`src/rtl/zero_preamble_parity_tx.sv`:
```
// zero_preamble_parity_tx: serial framer (zero preamble, data, parity, stop); ZERO_PRE_TX_LSB_FIRST_EN selects LSB-first data
module zero_preamble_parity_tx #(
  parameter int DATA_W  = 8,
  parameter int PRE_LEN = 2,
  parameter int ODD_PAR = 0
) (
  input  logic              clk,
  input  logic              rst,
  input  logic              in_valid,
  output logic              in_ready,
  input  logic [DATA_W-1:0] in_data,
  output logic              tx_out,
  output logic              tx_active,
  output logic              done
);
  localparam logic [2:0] IDLE = 3'd0, PRE = 3'd1, DATA = 3'd2, PAR = 3'd3, STOP = 3'd4;
  localparam int MX = (PRE_LEN > DATA_W) ? PRE_LEN : DATA_W;
  localparam int CW = $clog2(MX + 1);
  logic [2:0]        state_q, state_d;
  logic [CW-1:0]     cnt_q, cnt_d;
  logic [DATA_W-1:0] sh_q, sh_d, sh_shift;
  logic              par_q, par_d, tx_q, tx_d, act_q, act_d, done_q, done_d, nxt_bit;
`ifdef ZERO_PRE_TX_LSB_FIRST_EN
  assign nxt_bit  = sh_q[0];
  assign sh_shift = sh_q >> 1;
`else
  assign nxt_bit  = sh_q[DATA_W-1];
  assign sh_shift = sh_q << 1;
`endif
  assign in_ready  = (state_q == IDLE);
  assign tx_out    = tx_q;
  assign tx_active = act_q;
  assign done      = done_q;
  // tx_d is the bit that will be on the line while in state_d
  always_comb begin
    state_d = state_q;
    cnt_d   = cnt_q;
    sh_d    = sh_q;
    par_d   = par_q;
    tx_d    = tx_q;
    act_d   = act_q;
    done_d  = 1'b0;
    case (state_q)
      IDLE: if (in_valid) begin
        state_d = PRE;
        cnt_d   = '0;
        sh_d    = in_data;
        par_d   = ^in_data ^ ODD_PAR[0];
        tx_d    = 1'b0;
        act_d   = 1'b1;
      end
      PRE: if (cnt_q == CW'(PRE_LEN - 1)) begin
        state_d = DATA;
        cnt_d   = '0;
        tx_d    = nxt_bit;
        sh_d    = sh_shift;
      end else cnt_d = cnt_q + 1'b1;
      DATA: if (cnt_q == CW'(DATA_W - 1)) begin
        state_d = PAR;
        cnt_d   = '0;
        tx_d    = par_q;
      end else begin
        cnt_d = cnt_q + 1'b1;
        tx_d  = nxt_bit;
        sh_d  = sh_shift;
      end
      PAR: begin
        state_d = STOP;
        tx_d    = 1'b1;
        done_d  = 1'b1;
      end
      default: begin
        state_d = IDLE;
        tx_d    = 1'b1;
        act_d   = 1'b0;
      end
    endcase
  end
  always_ff @(posedge clk) begin
    if (rst) begin
      state_q <= IDLE;
      cnt_q   <= '0;
      sh_q    <= '0;
      par_q   <= 1'b0;
      tx_q    <= 1'b1;
      act_q   <= 1'b0;
      done_q  <= 1'b0;
    end else begin
      state_q <= state_d;
      cnt_q   <= cnt_d;
      sh_q    <= sh_d;
      par_q   <= par_d;
      tx_q    <= tx_d;
      act_q   <= act_d;
      done_q  <= done_d;
    end
  end
endmodule

```
`config.mk`:
```
export PLATFORM = sky130hd
export DESIGN_NAME = zero_preamble_parity_tx
export DESIGN_NICKNAME = d
export VERILOG_FILES = /design/src/rtl/zero_preamble_parity_tx.sv
export SDC_FILE = /design/constraint.sdc
export NUM_CORES = 1
export LEC_CHECK = 0
export ABC_AREA = 1
export CAP_MARGIN = 20
export CELL_PAD_IN_SITES_DETAIL_PLACEMENT = 1
export CELL_PAD_IN_SITES_GLOBAL_PLACEMENT = 1
export CORE_MARGIN = 3
export CORE_UTILIZATION = 28
export DETAILED_ROUTE_END_ITERATION = 10
export PLACE_DENSITY = 0.6
export REMOVE_ABC_BUFFERS = 1
export SLEW_MARGIN = 20
export SYNTH_ARGS = -nofsm -noshare
export SYNTH_HDL_FRONTEND = slang
export SYNTH_SLANG_ARGS = --single-unit
```
`constraint.sdc`:
```
create_clock -name clk -period 3.8 [get_ports clk]
set_input_delay 0.38 -clock clk [delete_from_list [all_inputs] [get_ports clk]]
set_output_delay 0.38 -clock clk [all_outputs]
set_load 0.02 [all_outputs]
```
==> results of run 1 <==
flip-flops by register name (all words and copies together) (netlist names):
register,flops
state_q,3
tx_out,1
tx_active,1
done,1
cnt_q,4
sh_q,8
par_q,1
power groups by stage:
stage                     sequential [mW]  combinational [mW]  clock (mW)
after floorplan                     0.311               0.339           0
after global placement              0.309               0.471           0
after detailed placement            0.315               0.493           0
after CTS                           0.310               0.497       0.147
after global routing                0.318               0.572       0.158
final                               0.309               0.485       0.143
metrics by stage:
stage / std cells / util [%] / setup slack, ps / hold slack (ps) / area, um2
6_report: 263 / 36.1 / 1860 / 468 / 1390
5_1_grt: 263 / 36.1 / 1760 / 506 / 1390
4_1_cts: 263 / 36.1 / 1840 / 475 / 1390
3_5_place_dp: 259 / 35.0 / 1980 / 470 / 1350
3_3_place_gp: 259 / 35.0 / 2070 / 453 / 1350
2_1_floorplan: 197 / - / 2440 / 449 / 1150
worst paths after layout:
path / from / end / slack [ps] / depth (start not counted)
setup reg to reg: state_q[1] / cnt_q[1] / 2020 / 6
hold reg to reg: tx_active / tx_active / 470 / 2
hold / removal: tx_active / tx_active / 470 / 2
setup / recovery: state_q[2] / in_ready / 1860 / 4
worst max-delay path, cell delays in order, from the launching register on:
cell	delay (ps)
dfxtp_1	320
inv_1	100
nand2_1	90
nor2_2	160
clkdlybuf4s50_1	640
final cells by class:
| class | count | share of cell area [%] |
|---|---|---|
| Timing Repair Buffer | 14 | 10.1 |
| Tap cell | 48 | 4.31 |
| Multi-Input combinational cell | 147 | 46.7 |
| Inverter | 31 | 8.36 |
| Sequential cell | 19 | 27.3 |
| Clock buffer | 4 | 3.23 |
Yosys cell counts:
cell type,number
nand4_1,2
nor2_1,26
clkbuf_1,1
o21ai_0,2
dfxtp_1,19
nand3_1,19
a21oi_1,6
xnor2_1,2
nor2_2,1
nand2_1,76
nand2_2,3
o21ai_1,1
inv_1,31
buf_2,2
buf_6,1
a31oi_1,1
nor2_4,1
ha_1,2
o21a_1,2
nor3_1,3
metal layers:
layer  routed length (um)  part of all wire, %  up-vias  GRT usage (%)
met4                   59                  1.9        0           6.26
met2                 1600                   51       13           25.5
met3                   64                  2.0        6           1.85
li1                     -                    -      636              -
met1                 1430                   45      541           15.6
met5                    0                    0        -              0
cells by family (layout without fill, tap and decap cells):
| kind of cell | Yosys count | count (layout) | synth area share (%) |
|---|---|---|---|
| buf+inv | 35 | 49 | 12.1 |
| xor+xnor | 2 | 2 | 1.49 |
| fa+ha+maj | 2 | 2 | 2.13 |
| flops | 19 | 19 | 32.4 |
| compound gates | 12 | 12 | 5.66 |
| simple gates | 131 | 131 | 46.2 |
placed cells by master (no fill, tap or decap), drive strengths merged:
master	instances
xnor2	2
o21a	2
o21ai	3
nor3	3
nor2	28
a31oi	1
ha	2
clkbuf	4
inv	31
clkdlybuf4s50	14
a21oi	6
nand2	79
dfxtp	19
nand3	19
nand4	2
==> flow_metrics.env, run 1 <==
export IMPL_ios=15
export IMPL_core_area_um2=3850
export IMPL_endpoint_kind="primary output"
export IMPL_worstPathRequired_ps=3420
export IMPL_power_frac_comb_pct=51.8
export IMPL_drv_slew=0
export IMPL_power_total_mw=0.937
export IMPL_grtUsageTotal_pct=13.8
export IMPL_intPower_mw=0.506
export IMPL_p_sw_share_pct=46.0
export IMPL_worstHoldPathType="register to register"
export IMPL_grt_max_degree=17
export IMPL_wire_per_inst_um=12.0
export IMPL_portBuffers=14
export IMPL_wl_um=3150
export IMPL_vias=1196
export IMPL_post_cts_resized=0
export IMPL_global_route_overflow_total=0
export IMPL_detail_route_vias_per_cell=4.55
export IMPL_synth_seq_cells=19
export IMPL_seq_area_um2=380
export IMPL_ant_nets=0
export IMPL_clockBufferDepth=2
export IMPL_hpwlAfterDp_um=2520
export IMPL_drive_gt1_share_pct=3.72
export IMPL_root_buffer="clkbuf_8"
export IMPL_setup_viol_count_final=0
export IMPL_hold_buffers=0
export IMPL_yosys_area_top_type_share_pct=32.4
export IMPL_place_gp_congestion=0.708
export IMPL_drc=0
export IMPL_ys_warn_count=0
export IMPL_pwr_share_seq_pct=33.0
export IMPL_antenna_found_initial=0
export IMPL_cellPowerDensity_nw_per_um2=673
export IMPL_rsz0062_at_grt="false"
export IMPL_fin_crit_ps=1940
export IMPL_hold_viol=0
export IMPL_ys_top_cells_by_area="dfxtp_1 32%, nand2_1 24%, inv_1 9.9%"
export IMPL_clock_sinks=19
export IMPL_synth_cell_types=20
export IMPL_cap_violations=0
export IMPL_die_area_um2=5000
export IMPL_cts_buffers=3
export IMPL_final_nets=229
export IMPL_p_sw_mw=0.431
export IMPL_ys_seq_area_share_pct=32.4
export IMPL_dr_pass1_iters=2
export IMPL_grt_first_pass_wirelength_um=5590
export IMPL_status="finished clean"
export IMPL_synth_area_um2=1170
export IMPL_slew_headroom_pct=60.4
export IMPL_drt_iter0_markers=51
export IMPL_antenna_cells=0
export IMPL_die_w_um=70.7
export IMPL_post_route_period_util_pct=51.1
export IMPL_avgSynthCellArea_um2=5.83
export IMPL_fp_dieH_um=70.7
export IMPL_postCtsSetupRepairBufs=0
export IMPL_cp_max_fo=4
export IMPL_tns_ps=0
export IMPL_first_global_vias=1276
export IMPL_skew_ps=4.96
export IMPL_clock_latency_ps=260
export IMPL_p_leak_nw=0.741
export IMPL_cts_tree="built"
export IMPL_yosys_area_top_type="dfxtp_1"
export IMPL_critical_path_class="register to primary output"
export IMPL_arrival_ps=1560
export IMPL_multi_input_area_um2=651
export IMPL_row_count=22
export IMPL_worst_slew_pin_slew_ps=592
export IMPL_fmax_mhz=515
export IMPL_start_util_pct=30.4
export IMPL_setup_worst_path_start_class="register"
export IMPL_p_clk_share_pct=15.3
export IMPL_vdd_ir_drop_max_mv=0.205
export IMPL_n_fill_cell=539
export IMPL_synthCells=201
export IMPL_area_delta_synth_final_pct=18.8
export IMPL_htree_levels=1
export IMPL_clkTransAtPathRegs_ps=70
(Power assumes the default switching activity.)
==> inputs of run 2 (changes only) <==
--- a/config.mk
+++ b/config.mk
@@ -12,7 +12,7 @@
 export CORE_MARGIN = 3
 export CORE_UTILIZATION = 28
 export DETAILED_ROUTE_END_ITERATION = 10
-export PLACE_DENSITY = 0.6
+export PLACE_DENSITY = 0.62
 export REMOVE_ABC_BUFFERS = 1
 export SLEW_MARGIN = 20
 export SYNTH_ARGS = -nofsm -noshare
==> constraint.sdc (replaced) <==
create_clock -name clk -period 1.7 [get_ports clk]
set_input_delay 0.17 -clock clk [delete_from_list [all_inputs] [get_ports clk]]
set_output_delay 0.17 -clock clk [all_outputs]
set_load 0.02 [all_outputs]
==> flow_metrics.env, run 2 (same netlist as run 1, synthesis figures left out) <==
export IMPL_wire_per_inst_um=11.7
export IMPL_setup_ws_ps=197
export IMPL_hold_viol=0
export IMPL_worst_slew_pin_slew_ps=357
export IMPL_wl_um=3170
export IMPL_place_inst=265
export IMPL_first_global_vias=1236
export IMPL_cts_buffers=3
export IMPL_top_register="sh_q"
export IMPL_htree_levels=1
export IMPL_hpwlAfterDp_um=2490
export IMPL_timing_hold_ws_ps=467
export IMPL_slew_headroom_pct=75.9
export IMPL_critical_path_class="register to register"
export IMPL_setup_viol_count_final=0
export IMPL_ant_nets=0
export IMPL_post_route_period_util_pct=88.4
export IMPL_fmax_mhz=665
export IMPL_layout_commonest_cell="nand2_1"
export IMPL_vias=1261
export IMPL_global_route_overflow_total=0
export IMPL_drv_slew=0
export IMPL_arrival_ps=1710
export IMPL_antenna_cells=0
export IMPL_grtUsageTotal_pct=13.4
export IMPL_area_delta_synth_final_pct=23.4
export IMPL_portBuffers=14
export IMPL_cp_max_fo=8
export IMPL_grt_max_degree=17
export IMPL_die_w_um=70.7
export IMPL_detail_route_vias_per_cell=4.67
export IMPL_core_area_um2=3850
export IMPL_clockBufferDepth=2
export IMPL_largest_reg_flops=8
export IMPL_tns_ps=0
export IMPL_grt_first_pass_wirelength_um=5360
export IMPL_dr_pass1_iters=4
export IMPL_cellPowerDensity_nw_per_um2=1490
export IMPL_worstPathRequired_ps=1910
export IMPL_clkTransAtPathRegs_ps=70
export IMPL_reg_top3="sh_q (8), cnt_q (4), state_q (3)"
export IMPL_power_total_mw=2.16
export IMPL_final_nets=236
export IMPL_layout_common_cells="76 x nand2_1, 31 x inv_1, 26 x nor2_1"
export IMPL_place_gp_congestion=0.805
export IMPL_postCtsSetupRepairBufs=0
export IMPL_drive_gt1_share_pct=7.21
export IMPL_fin_crit_ps=1500
export IMPL_p_leak_nw=0.773
export IMPL_clock_latency_ps=260
export IMPL_skew_ps=3.56
export IMPL_worstHoldPathType="register to register"
export IMPL_cts_tree="built"
export IMPL_vdd_ir_drop_max_mv=0.370
export IMPL_root_buffer="clkbuf_8"
export IMPL_finalNonFillerCells=270
export IMPL_pre_cts_ws_ps=123
export IMPL_start_util_pct=30.4
export IMPL_row_count=22
export IMPL_endpoint_kind="register"
export IMPL_ios=15
export IMPL_clock_sinks=19
export IMPL_setup_worst_path_start_class="register"
export IMPL_fp_dieH_um=70.7
export IMPL_rsz0062_at_grt="false"
export IMPL_drc=0
export IMPL_status="finished clean"
export IMPL_hold_buffers=0
export IMPL_drt_iter0_markers=34
export IMPL_die_area_um2=5000
export IMPL_cap_violations=0
export IMPL_antenna_found_initial=0
run 2: where the power goes:
group          internal (mW)  switching, mW  total, mW  leakage [nW]
Combinational          0.410          0.733       1.14         0.594
Clock                  0.167          0.161      0.329        0.0228
Sequential             0.593         0.0952      0.688         0.156
run 2: critical path, stage by stage (launching register included):
cell,delay [ps]
dfxtp_1,440
ha_1,190
nand3_1,80
nand2_1,110
nand2_2,120
nor2_2,310
nor2_1,70
nor2_1,110
run 2: area by class of cell:
type / count / area [um2]
Multi-Input combinational cell: 148 / 661
Timing Repair Buffer: 20 / 184
Clock buffer: 4 / 45.0
Fill cell: 542 / 2410
Inverter: 31 / 116
Tap cell: 48 / 60.1
Sequential cell: 19 / 380
run 2: layer usage:
metal | vias to the layer above | track usage [%] | part of all wire (%) | wire length (um)
li1 | 655 | - | - | -
met1 | 584 | 15.1 | 44 | 1400
met2 | 17 | 24.0 | 51 | 1600
met3 | 5 | 1.70 | 2.4 | 76
met4 | 0 | 8.14 | 2.6 | 83
met5 | - | 0 | 0 | 0
run 2: timing repair:
| item | in CTS | in global routing |
|---|---|---|
| resized for setup | 1 | 1 |
| endpoints found under the setup margin | 1 | 6 |
| pin swaps | 0 | 1 |
| gates cloned | 0 | 1 |
run 2: worst paths after layout:
check             startpoint        end  slack [ps]  depth (start not counted)
setup reg to reg    cnt_q[0]    sh_q[3]         200                          7
hold / removal     tx_active  tx_active         470                          2
setup / recovery    cnt_q[0]    sh_q[3]         200                          7
hold reg to reg    tx_active  tx_active         470                          2
run 2: through the flow:
| step | cell area [um2] | util, % |
|---|---|---|
| after global placement | 1390 | 36.1 |
| final | 1450 | 37.5 |
| after global routing | 1450 | 37.5 |
| after detailed placement | 1390 | 36.1 |
| after CTS | 1440 | 37.3 |
| after floorplan | 1150 | - |
==> inputs of run 3 (changes only) <==
--- a/config.mk
+++ b/config.mk
@@ -5,14 +5,15 @@
 export SDC_FILE = /design/constraint.sdc
 export NUM_CORES = 1
 export LEC_CHECK = 0
-export ABC_AREA = 1
+export ABC_AREA = 0
 export CAP_MARGIN = 20
 export CELL_PAD_IN_SITES_DETAIL_PLACEMENT = 1
 export CELL_PAD_IN_SITES_GLOBAL_PLACEMENT = 1
+export CORE_ASPECT_RATIO = 0.7
 export CORE_MARGIN = 3
 export CORE_UTILIZATION = 28
 export DETAILED_ROUTE_END_ITERATION = 10
-export PLACE_DENSITY = 0.62
+export PLACE_DENSITY = 0.56
 export REMOVE_ABC_BUFFERS = 1
 export SLEW_MARGIN = 20
 export SYNTH_ARGS = -nofsm -noshare
==> flow_metrics.env, run 3 <==
export IMPL_pre_cts_ws_ps=77.4
export IMPL_die_w_um=81.4
export IMPL_setup_viol_count_final=0
export IMPL_postCtsSetupRepairBufs=0
export IMPL_critPathMaxStageDelay_ps=450
export IMPL_drt_iter0_markers=35
export IMPL_largest_reg_flops=8
export IMPL_dr_pass1_iters=4
export IMPL_yosys_area_top_type="dfxtp_1"
export IMPL_wire_per_inst_um=15.2
export IMPL_global_route_overflow_total=0
export IMPL_r2r_cells=5
export IMPL_synth_seq_cells=19
export IMPL_cap_violations=0
export IMPL_final_area_um2=1420
export IMPL_critical_path_class="register to register"
export IMPL_portBuffers=14
export IMPL_p_leak_nw=0.519
export IMPL_htree_levels=1
export IMPL_top_register="sh_q"
export IMPL_cp_slowest_cell="or3b_1"
export IMPL_drv_slew=0
export IMPL_synthCells=114
export IMPL_worst_slew_pin_slew_ps=354
export IMPL_synth_area_um2=1110
export IMPL_setup_worst_path_start_class="register"
export IMPL_hpwlAfterDp_um=2130
export IMPL_layout_common_cells="17 x dfxtp_1, 13 x clkdlybuf4s50_1, 11 x a21oi_1"
export IMPL_grt_max_degree=17
export IMPL_ys_seq_area_share_pct=34.2
export IMPL_yosysMostFrequentCell="dfxtp_1"
export IMPL_finalNonFillerCells=185
export IMPL_cts_buffers=3
export IMPL_clkTransAtPathRegs_ps=80
export IMPL_slew_headroom_pct=76.2
export IMPL_wl_um=2810
export IMPL_reg_top3="sh_q (8), cnt_q (4), state_q (3)"
export IMPL_timing_hold_ws_ps=529
export IMPL_endpoint_kind="register"
export IMPL_hold_depth=2
export IMPL_yosys_area_top_type_share_pct=34.2
export IMPL_core_area_um2=3670
export IMPL_synth_main_ff_cell="dfxtp_1"
export IMPL_worstPathRequired_ps=1880
export IMPL_drc=0
export IMPL_ys_top_cells_by_area="dfxtp_1 34%, mux2i_1 6.3%, xnor2_1 6.3%"
export IMPL_place_gp_congestion=0.769
export IMPL_clock_latency_ps=260
export IMPL_antenna_found_initial=0
export IMPL_async_flop_share_pct=0
export IMPL_clockBufferDepth=2
export IMPL_status="finished clean"
export IMPL_skew_ps=2.45
export IMPL_antenna_cells=0
export IMPL_grtUsageTotal_pct=12.5
export IMPL_utilization_pct=38.7
export IMPL_root_buffer="clkbuf_8"
export IMPL_place_inst=181
export IMPL_ys_warn_count=0
export IMPL_cp_max_fo=8
export IMPL_cellPowerDensity_nw_per_um2=1030
export IMPL_area_delta_synth_final_pct=27.5
export IMPL_ios=15
export IMPL_synth_cell_types=44
export IMPL_row_count=18
export IMPL_setup_ws_ps=91.0
export IMPL_detail_route_vias_per_cell=5.09
export IMPL_worstSetupPathDepth=5
export IMPL_worstHoldPathType="register to register"
export IMPL_vias=942
export IMPL_first_global_vias=939
export IMPL_fp_dieH_um=58.8
export IMPL_start_util_pct=30.3
export IMPL_drive_gt1_share_pct=20.0
export IMPL_cp_top_family="simple AND/OR/NAND/NOR gates"
export IMPL_synth_edf_count=0
export IMPL_synth_common_cells="19 x dfxtp_1, 11 x a21oi_1, 8 x xnor2_1, 7 x mux2i_1, 7 x nor2_1"
export IMPL_tns_ps=0
export IMPL_power_total_mw=1.46
export IMPL_arrival_ps=1790
export IMPL_grt_first_pass_wirelength_um=4540
export IMPL_path_cells="buf_4 > or3b_1 > o21ai_1 > nand4b_1 > a31oi_1"
export IMPL_dpl_cell_area_um2=1370
export IMPL_layout_commonest_cell="dfxtp_1"
export IMPL_clock_sinks=19
export IMPL_final_nets=149
export IMPL_vdd_ir_drop_max_mv=0.344
export IMPL_ant_nets=0
export IMPL_cts_tree="built"
export IMPL_post_route_period_util_pct=94.6
export IMPL_hold_viol=0
export IMPL_rsz0062_at_grt="true"
export IMPL_die_area_um2=4780
export IMPL_fin_crit_ps=1610
export IMPL_fmax_mhz=621
export IMPL_avgSynthCellArea_um2=9.77
export IMPL_path_buf_inv=1
## run 3: changes by cell type in the layout (fill, tap and decap cells not counted), sizes merged, moves of 5 or more
cell    delta
nand2     -78
inv       -27
nor2      -21
nand3     -17
a311oi     +8
a21oi      +7
mux2i      +7
xnor2      +6
buf        +5
## run 3: kinds of logic (layout without fill, tap and decap cells)
logic type | count (synthesis) | count (layout) | synth area share (%)
flip-flops | 19 | 19 | 34.2
adder cells (fa/ha/maj) | 2 | 2 | 2.25
AND/OR/NAND/NOR | 27 | 27 | 16.9
multiplexers | 7 | 7 | 6.29
buffers and inverters | 12 | 33 | 6.40
XOR/XNOR | 8 | 8 | 6.29
AO/OA/AOI/OAI | 39 | 39 | 27.8
## run 3: power by group
| group | switching, mW | total (mW) | internal, mW |
|---|---|---|---|
| Combinational | 0.281 | 0.570 | 0.289 |
| Sequential | 0.0544 | 0.567 | 0.513 |
| Clock | 0.158 | 0.324 | 0.167 |
## run 3: worst reg2reg max path, delay by kind of cell, from the launching register on
kind | cells | cell delay, ps
and+or+nand+nor | 2 | 580
DFF | 1 | 360
AOI/OAI and AO/OA | 2 | 410
buffers and inverters | 1 | 180
## run 3: what timing repair did
item	in CTS	in global routing
hold buffers	0	0
gates resized for setup	1	3
setup endpoints to repair	1	7
## run 3: metal layers
layer / up-vias / global-route usage [%] / share of wire [%]
met2: 10 / 18.7 / 43
li1: 472 / - / -
met4: 0 / 2.89 / 0.86
met3: 2 / 3.98 / 2.7
met5: - / 0 / 0
met1: 458 / 17.4 / 53
## run 3: cell type report
cell class / instances / area (um2)
fillers: 415 / 2250
multi-input cells: 83 / 668
repair buffers: 25 / 246
clock buffers: 4 / 45.0
well taps: 50 / 62.6
flip-flops and latches: 19 / 383
inverters: 4 / 15.0
## run 3: path summary, 6_finish.rpt
check / startpoint / end / slack, ps
max: state_q[1] / cnt_q[2] / 90
min: sh_q[1] / sh_q[1] / 530
max reg2reg: state_q[1] / cnt_q[2] / 90
min reg2reg: sh_q[1] / sh_q[1] / 530
